==> src/rtl/acumulador_flotante.sv <==
// Sequential float accumulator. Feeds an external combinational adder with the running sum and
// the incoming sample, captures its result on each accepted sample, and hands the final sum plus
// a sticky overflow flag to the consumer over a valid/ready handshake.
module acumulador_flotante #(
  parameter int unsigned EXP_W = 8,
  parameter int unsigned MAN_W = 23,
  parameter int unsigned LEN_W = 8,
  localparam int unsigned W    = 1 + EXP_W + MAN_W
) (
  input  logic             clk,
  input  logic             rst_n,
  input  logic             start_i,
  input  logic [LEN_W-1:0] len_i,
  input  logic             in_valid_i,
  input  logic [W-1:0]     in_data_i,
  output logic             in_ready_o,
  output logic [W-1:0]     add_a_o,
  output logic [W-1:0]     add_b_o,
  input  logic [W-1:0]     add_s_i,
  input  logic             add_ovf_i,
  output logic             out_valid_o,
  input  logic             out_ready_i,
  output logic [W-1:0]     out_data_o,
  output logic             out_ovf_o,
  output logic             busy_o
);

  typedef enum logic [1:0] {StIdle, StAcc, StDone} state_e;

  state_e           state_q, state_d;
  logic [W-1:0]     acc_q, acc_d;
  logic [LEN_W-1:0] cnt_q, cnt_d;
  logic             ovf_q, ovf_d;

  // Next-state logic: run setup on start, capture adder result per accepted sample.
  always_comb begin
    state_d = state_q;
    acc_d   = acc_q;
    cnt_d   = cnt_q;
    ovf_d   = ovf_q;
    unique case (state_q)
      StIdle: begin
        if (start_i) begin
          acc_d   = '0;
          ovf_d   = 1'b0;
          cnt_d   = len_i;
          state_d = (len_i == '0) ? StDone : StAcc;
        end
      end
      StAcc: begin
        if (in_valid_i) begin
          acc_d = add_s_i;
          ovf_d = ovf_q | add_ovf_i;
          cnt_d = cnt_q - LEN_W'(1);
          // A count of 1 (or a stray 0) always exits, so cnt never wraps.
          if (cnt_q <= LEN_W'(1)) begin
            state_d = StDone;
          end
        end
      end
      StDone: begin
        if (out_ready_i) begin
          state_d = StIdle;
        end
      end
      default: state_d = StIdle;
    endcase
  end

  // State registers; reset aborts any run in progress.
  always_ff @(posedge clk or negedge rst_n) begin
    if (!rst_n) begin
      state_q <= StIdle;
      acc_q   <= '0;
      cnt_q   <= '0;
      ovf_q   <= 1'b0;
    end else begin
      state_q <= state_d;
      acc_q   <= acc_d;
      cnt_q   <= cnt_d;
      ovf_q   <= ovf_d;
    end
  end

  // Outputs are pure decodes of state; the adder operands are wired straight through.
  always_comb begin
    in_ready_o  = (state_q == StAcc);
    out_valid_o = (state_q == StDone);
    busy_o      = (state_q == StAcc) || (state_q == StDone);
    out_data_o  = acc_q;
    out_ovf_o   = ovf_q;
    add_a_o     = acc_q;
    add_b_o     = in_data_i;
  end

endmodule

==> config.mk <==
export PLATFORM = sky130hd
export DESIGN_NAME = acumulador_flotante
export DESIGN_NICKNAME = d
export VERILOG_FILES = /design/src/rtl/acumulador_flotante.sv
export SDC_FILE = /design/constraint.sdc
export NUM_CORES = 1
export LEC_CHECK = 0
export CORE_AREA = 2 2 83 85
export CTS_BUF_LIST = sky130_fd_sc_hd__clkbuf_8 sky130_fd_sc_hd__clkbuf_16
export CTS_CLUSTER_SIZE = 14
export DETAILED_ROUTE_END_ITERATION = 16
export DIE_AREA = 0 0 85 87
export PLACE_DENSITY = 0.95
export SLEW_MARGIN = 20
export SYNTH_ARGS = -nofsm -noshare
export SYNTH_HDL_FRONTEND = slang
export SYNTH_SLANG_ARGS = --single-unit
==> constraint.sdc <==
create_clock -name clk -period 3.9 [get_ports clk]
set_input_delay 0.585 -clock clk [delete_from_list [all_inputs] [get_ports clk]]
set_output_delay 0.585 -clock clk [all_outputs]
set_load 0.005 [all_outputs]
## Word level (Yosys, flattened, before mapping)

Cells that the tools add are included.
Widths: inputs -> output; s select.

| word-level totals | value |
|---|---|
| flip-flop bits (word level) | 43 |
| latch bits | 0 |
| bits in writable memories | 0 |
| bits in read-only memories | 0 |
| memories | 0 |

| operators by class | value |
|---|---|
| $add $sub $neg | 1 |
| multipliers | 0 |
| div/mod/pow operators | 0 |
| $lt $le $gt $ge | 1 |
| equal/unequal tests | 6 |
| shifts and indexed selects | 0 |
| muxes and demuxes | 15 |
| bitwise logic cells | 1 |
| reductions and logical operators | 6 |

Operators with widths:

| cell | number |
|---|---|
| $mux 32 | 2 |
| $pmux 32 s2 | 1 |
| $mux 8 | 2 |
| $pmux 8 s2 | 1 |
| $mux 2 | 5 |
| $le 8x1->1 const B | 1 |
| $logic_not 8->1 | 1 |
| $sub 8x1->8 const B | 1 |
| $pmux 2 s3 | 1 |
| $ne 2x1->1 const B | 2 |
| $ne 2x2->1 const B | 2 |
| $reduce_and 4->1 | 1 |
| $reduce_and 3->1 | 1 |
| $eq 2x1->1 const B | 1 |
| $eq 2x2->1 const B | 1 |
| $logic_not 2->1 | 1 |
| $mux 1 | 2 |
| $pmux 1 s2 | 1 |
| $reduce_bool 2->1 | 1 |
| $logic_or 1x1->1 | 1 |
| $or 1x1->1 | 1 |

## Logic depth before layout (Yosys ltp)

Gate-level depths: netlist of the first run.

| depth | value |
|---|---|
| word-level depth | 4 |
| gate-level depth with buffers | 8 |
| mapped depth without buffers | 6 |

## Worst setup path before layout of the first run

Ideal clock, no wire load.

| timing | value |
|---|---|
| path type | reg-to-reg |
| start point | register state_q[1] |
| end point | register cnt_q[6] |
| setup time | 0.121 ns |
| arrival time | 1.739 ns |
| slack | 2.040 ns |
| stages on the path, launching flop included | 9 |
| period minus slack after synthesis | 1.860 ns |
| path through | dfrtp_1 -> inv_1 -> ha_1 -> clkbuf_1 -> nand2b_1 -> o211ai_1 -> clkbuf_1 -> a21oi_1 -> o22a_1 |

| on the way | value |
|---|---|
| longest elaborated chain between the ends | 3 |
| elaborated cells on any way between the ends | 7 |

RTL lines:

| element | RTL line | RTL |
|---|---|---|
| start: declaration | 30 | `state_e state_q, state_d;` |
| start signal: assignment | 73 | `state_q <= StIdle;` |
| start signal: assignment | 78 | `state_q <= state_d;` |
| $eq 2x1->1 * | - |  |
| via in_ready_o | 16 | `output logic in_ready_o,` |
| $ne 2x2->1 (no source line) or $reduce_bool 2->1 (tied branches) | - |  |
| $reduce_and 3->1 (no source line) | - |  |
| end signal: assignment | 80 | `cnt_q <= cnt_d;` |
| end: declaration | 32 | `logic [LEN_W-1:0] cnt_q, cnt_d;` |

The timed path passes the listed nets; every way through them passes the cells marked *.
A chain may end at the register's enable or synchronous reset.

## Worst setup path in the final report of the first run

| timing | value |
|---|---|
| start point | register state_q[1] |
| end point | output in_ready_o |

| on the way | value |
|---|---|
| longest elaborated chain between the ends | 1 |

RTL lines:

| element | RTL line | RTL |
|---|---|---|
| $eq 2x1->1 | 87 | `in_ready_o = (state_q == StAcc);` |
| end: declaration | 16 |  |

Every way passes these cells.

==> flow_metrics.tcl, run 1 <==
set metrics [dict create \
    status "complete, no violations" \
    post_cts_buffers 0 \
    die_w_um 85 \
    core_um2 6570 \
    placed_area_um2 3050 \
    cts_buffer_depth 2 \
    num_rows 30 \
    whs_ns 0.442 \
    die_h_um 87 \
    crit_path_start_kind "flip-flop" \
    setup_viol 0 \
    synth_warnings 0 \
    layout-drive-gt1-share_pct 5.60 \
    clock_latency_ns 0.28 \
    cap_violations 0 \
    port_buffers 113 \
    design_area_um2 3140 \
    reg2reg_depth 5 \
    grt_max_degree 44 \
    p_leak_nw 1.33 \
    finalSetupTns_ns 0 \
    grt_pass1_wl_um 8660 \
    rsz0062_at_grt "no" \
    via_per_inst 5.28 \
    required_ns 3.31 \
    synth_flop_cell "dfrtp_1" \
    wl_per_cell_um 16.1 \
    dr.pass1.iters 4 \
    vias 1836 \
    slew_violations 0 \
    critPathKind "flip-flop to output port" \
    io_pins 178 \
    die-area_um2 7400 \
    cts_htree_levels 2 \
    nets 351 \
    wirelength_um 5600 \
    grt_overflow 0 \
    fill_cells 583 \
    syn_avg_cell_area_um2 10.6 \
    max_freq_mhz 385 \
    critPathCaptureType "output port" \
    setup_slack_ns 1.30 \
    powerDensity_nw_per_um2 832 \
    period_share_pct 66.7 \
    hold_buffers 0 \
    synthTopCellsByCount "buf_4 (64), dfrtp_1 (43), a22o_1 (32)" \
    cts-root-buf "clkbuf_8" \
    skew_ns 0.00521 \
    hold_class "input port to asynchronous set/reset pin" \
    cp_data_arrival_time_ns 2.02 \
    cts_resized 0 \
    max_slew.worst_pin.slew_ns 0.994 \
    async_flop_share_pct 100 \
    fin_cells 348 \
    dp.cells 341 \
    drcViolationCount 0 \
    cts_buffers 5 \
    dpl.hpwl_um 4200 \
    syn_inst 220 \
    post_synth_main_area_contributors "dfrtp_1 (46%), buf_4 (21%), a22o_1 (12%)" \
    relSlewSlack_pct 33.4 \
    crit_fanout 20 \
    ys_ff_latch 43 \
    area_growth_pct 34.8 \
    ir_drop_mv 0.413 \
    synthDistinctLibCells 31 \
    drt_iter0_drc 114 \
    yosysSeqAreaShare_pct 46.2 \
    synth_top_area_share_pct 46.2 \
    min_period_ns 2.60 \
    antenna_found_initial 0 \
    cts.clk_slew.worst_paths_ns 0.08 \
    place_congestion 0.841 \
    ant_nets 0 \
    n_antenna_cell 0 \
    hold_violations 0 \
    cts_tree "yes" \
    initial_core_util_pct 35.5 \
    synth_area_leader_cell "dfrtp_1" \
    numClockSinks 43 \
    synth_most_common_cell "buf_4" \
    synth_edf_count 0 \
    mappedNetlistArea_um2 2330 \
    grt_pass1_vias 1843 \
    place_ws_ns 1.42 \
    syn_nets 303 \
    grtUsageTotal_pct 14.5 \
]
==> area by class of cell <==
cell class | instances | area, um^2 | share of cell area, %
timing repair buffer | 115 | 1140 | 36.3
sequential | 43 | 1080 | 34.3
tap | 80 | 100 | 3.19
inverter | 7 | 26.3 | 0.837
multi-input combinational | 96 | 709 | 22.6
clock buffer | 6 | 82.6 | 2.63
clock inverter | 1 | 5.00 | 0.159
==> worst paths after layout <==
check | start | to | slack [ns]
max in group asynchronous | rst_n | add_a_o[31] | 2.87
min reg2reg | add_a_o[19] | add_a_o[19] | 0.53
min in group clk | add_a_o[19] | add_a_o[19] | 0.53
min | rst_n | add_a_o[26] | 0.44
max reg2reg | state_q[1] | add_a_o[8] | 1.38
max | state_q[1] | in_ready_o | 1.30
==> critical path, cell delays in order, from the launching register on <==
cell and delay (ns):
dfrtp_1 0.41, inv_1 0.09, ha_1 0.59, clkdlybuf4s50_1 0.64
==> cells by family (layout without fill, tap and decap cells) <==
kind of cell	count (synthesis)	after routing	share of synthesized area, %
buf+inv	81	129	23.4
compound gates	55	55	19.1
flops	43	43	46.2
simple gates	35	35	8.22
fa+ha+maj	5	5	2.69
mux	1	1	0.430
==> layer usage <==
layer / global-route usage (%) / vias to the layer above / share of wire, %
met3: 2.65 / 17 / 7.8
li1: - / 812 / -
met4: 6.78 / 0 / 1.6
met1: 17.5 / 896 / 40
met2: 25.1 / 111 / 51
met5: 0 / - / 0
==> placed cells by master, fill, tap and decap left out, types with 2 or more instances in the layout <==
cell type        count
nand2_1              5
clkdlybuf4s50_1    112
o22a_1               2
a21oi_1              6
o32ai_1              2
nor3_1               4
o21ai_0              3
nor2_1               7
and3_1               3
nor4_1               3
a22o_1              32
or4_4                2
buf_4                2
ha_1                 5
inv_1                7
dfrtp_1             43
nand3_1              4
nand2b_1             5
clkbuf_8             6
==> sequential cells by signal (all words and copies together) (netlist names) <==
register,cells
add_a_o,32
cnt_q,8
out_ovf_o,1
state_q,2
==> through the flow <==
stage | power [mW] | util [%]
2_1_floorplan | 1.68 | -
3_3_place_gp | 2.28 | 46.5
3_5_place_dp | 2.36 | 46.5
4_1_cts | 2.65 | 47.8
5_1_grt | 2.80 | 47.8
6_report | 2.61 | 47.8
==> power breakdown <==
part	switching (mW)	total, mW	internal (mW)	leakage [nW]
sequential	0.206	0.879	0.673	0.557
clock	0.137	0.276	0.139	0.0470
combinational	0.556	1.46	0.904	0.728
(Power assumes the default switching activity.)
==> run 2: changes to the inputs <==
Settings changed: CORE_AREA 2 2 83 85 to 2 2 90 92, DIE_AREA 0 0 85 87 to 0 0 92 94, PLACE_DENSITY 0.95 to 0.89.
Clock period 3.9 ns to 2.1 ns, I/O delays scaled along.
==> run 2 against run 1 <==
Compared with the run above: critical path depth grew 1; clock-buffer cell count down 1; first-iteration DRC count increased by 0.88%; power increased by 92%; register-to-register slack lost 1.2 ns; clock skew barely moved; cell count up 7.8%; worst hold slack improved by 0.036 ns; utilization decreased by 5.4 points; critical endpoint is now state_q[0]; highest routed layer unchanged.
==> flow_metrics.tcl, run 2 (synthesis gave the netlist of run 1 again) <==
set metrics [dict create \
    status "complete, no violations" \
    cap_violations 0 \
    die-area_um2 8650 \
    ant_nets 0 \
    largest_reg_flops 32 \
    area_growth_pct 38.5 \
    period_share_pct 91.0 \
    top_layer_used "met4" \
    dr.pass1.iters 4 \
    io_pins 178 \
    r2r_start "cnt_q[4]" \
    crit_path_start_kind "flip-flop" \
    power.switching_mw 1.71 \
    fill_cells 724 \
    max_freq_mhz 523 \
    setup_slack_ns 0.189 \
    regArea_um2 1080 \
    drt_iter0_drc 115 \
    min_period_ns 1.91 \
    cts_buffers 5 \
    nets 355 \
    critPathCaptureType "flip-flop" \
    layout_common_cells "clkdlybuf4s50_1 (112), dfrtp_1 (43), a22o_1 (32), inv_1 (7), nor2_1 (7)" \
    finalSetupTns_ns 0 \
    wl_met1_um 2250 \
    cts_htree_levels 2 \
    clock_latency_ns 0.29 \
    reg2reg_depth 4 \
    cp_data_arrival_time_ns 2.13 \
    drcViolationCount 0 \
    multi_input_area_um2 709 \
    place_ws_ns 0.153 \
    relSlewSlack_pct 67.5 \
    dpl.hpwl_um 4430 \
    wirelength_um 5740 \
    ir_drop_mv 0.377 \
    p_leak_nw 1.36 \
    crit_fanout 5 \
    cts.clk_slew.worst_paths_ns 0.08 \
    die_h_um 94 \
    via_per_inst 4.84 \
    cts_tree "yes" \
    core_um2 7610 \
    design_area_um2 3230 \
    num_rows 32 \
    numClockSinks 43 \
    postLayoutCoreUtil_pct 42.4 \
    antenna_found_initial 0 \
    dr_wl_met3_um 467 \
    grt_pass1_wl_um 9290 \
    r2r_slack_ns 0.19 \
    total_power_mw 5.03 \
    die_w_um 92 \
    combPwrFrac_pct 54.9 \
    timing.rr.end "state_q[0]" \
    pwr-share-clk_pct 12.8 \
    seq_power_share_pct 32.3 \
    skew_ns 0.00523 \
    fin_cells 375 \
    wl_per_cell_um 15.3 \
    grtUsageTotal_pct 13.5 \
    grt_overflow 0 \
    vias 1816 \
    layout-drive-gt1-share_pct 6.96 \
    slew_violations 0 \
    dp.cells 366 \
    p_int_mw 3.31 \
    final_common_cell "clkdlybuf4s50_1" \
    cts_buffer_depth 2 \
    cts-root-buf "clkbuf_8" \
    place_congestion 0.895 \
    port_buffers 113 \
    hold_class "input port to asynchronous set/reset pin" \
    grt_pass1_vias 1899 \
    whs_ns 0.478 \
    initial_core_util_pct 30.6 \
    hold_violations 0 \
    placed_area_um2 3100 \
    n_antenna_cell 0 \
    rsz0062_at_grt "no" \
    sw_frac_of_total_pct 34.1 \
    critPathKind "flip-flop to flip-flop" \
    powerDensity_nw_per_um2 1560 \
    max_slew.worst_pin.slew_ns 0.481 \
    required_ns 2.31 \
    setup_viol 0 \
    wl_met2_um 2910 \
    grt_max_degree 33 \
]
run 2: changes by cell type in the layout (fill, tap and decap cells not counted):
| cell | previous run | this run |
|---|---|---|
| buf_4 | 2 | 5 |
| bufinv_16 | 0 | 1 |
| clkbuf_8 | 6 | 5 |
| clkinv_4 | 0 | 1 |
| dlygate4sd3_1 | 0 | 1 |
run 2: area by class of cell:
type / instances / share of cell area, %
clock inverter: 3 / 1.36
sequential: 43 / 33.4
clock buffer: 5 / 2.13
inverter: 7 / 0.815
timing repair buffer: 119 / 36.4
multi-input combinational: 96 / 22.0
tap: 102 / 3.96
run 2: critical path, stage by stage (launching register included):
cell and delay, ns:
dfrtp_1 0.43, or4_4 0.53, or4_4 0.49, a21oi_2 0.18, mux2i_1 0.20
run 2: power by group through the flow:
| stage | sequential [mW] | clock, mW | combinational (mW) |
|---|---|---|---|
| after detailed placement | 1.65 | 0 | 2.79 |
| after global routing | 1.70 | 0.701 | 3.01 |
| after global placement | 1.61 | 0 | 2.71 |
| final | 1.62 | 0.643 | 2.76 |
| after CTS | 1.63 | 0.669 | 2.80 |
| after floorplan | 1.59 | 0 | 1.52 |
run 2: worst max-delay path by stage:
stage               start    endpoint  slack (ns)  depth (start not counted)
2_1_floorplan  state_q[1]    cnt_q[6]        0.24                          8
3_3_place_gp     cnt_q[5]  state_q[0]        0.24                          4
3_5_place_dp      start_i    cnt_q[0]        0.15                          5
4_1_cts          cnt_q[4]  state_q[0]        0.18                          4
5_1_grt        state_q[0]    cnt_q[0]        0.11                          6
6_report         cnt_q[4]  state_q[0]        0.19                          4
run 2: metal layers:
metal	track usage [%]	up-vias
met5	0	-
met2	24.3	105
met4	5.10	0
met3	3.77	16
met1	15.3	873
li1	-	822
run 2: what timing repair did:
item / CTS / global route
setup buffers: 0 / 0
hold endpoints to repair: 13 / 0
hold buffers: 1 / 0
gates resized for setup: 0 / 0
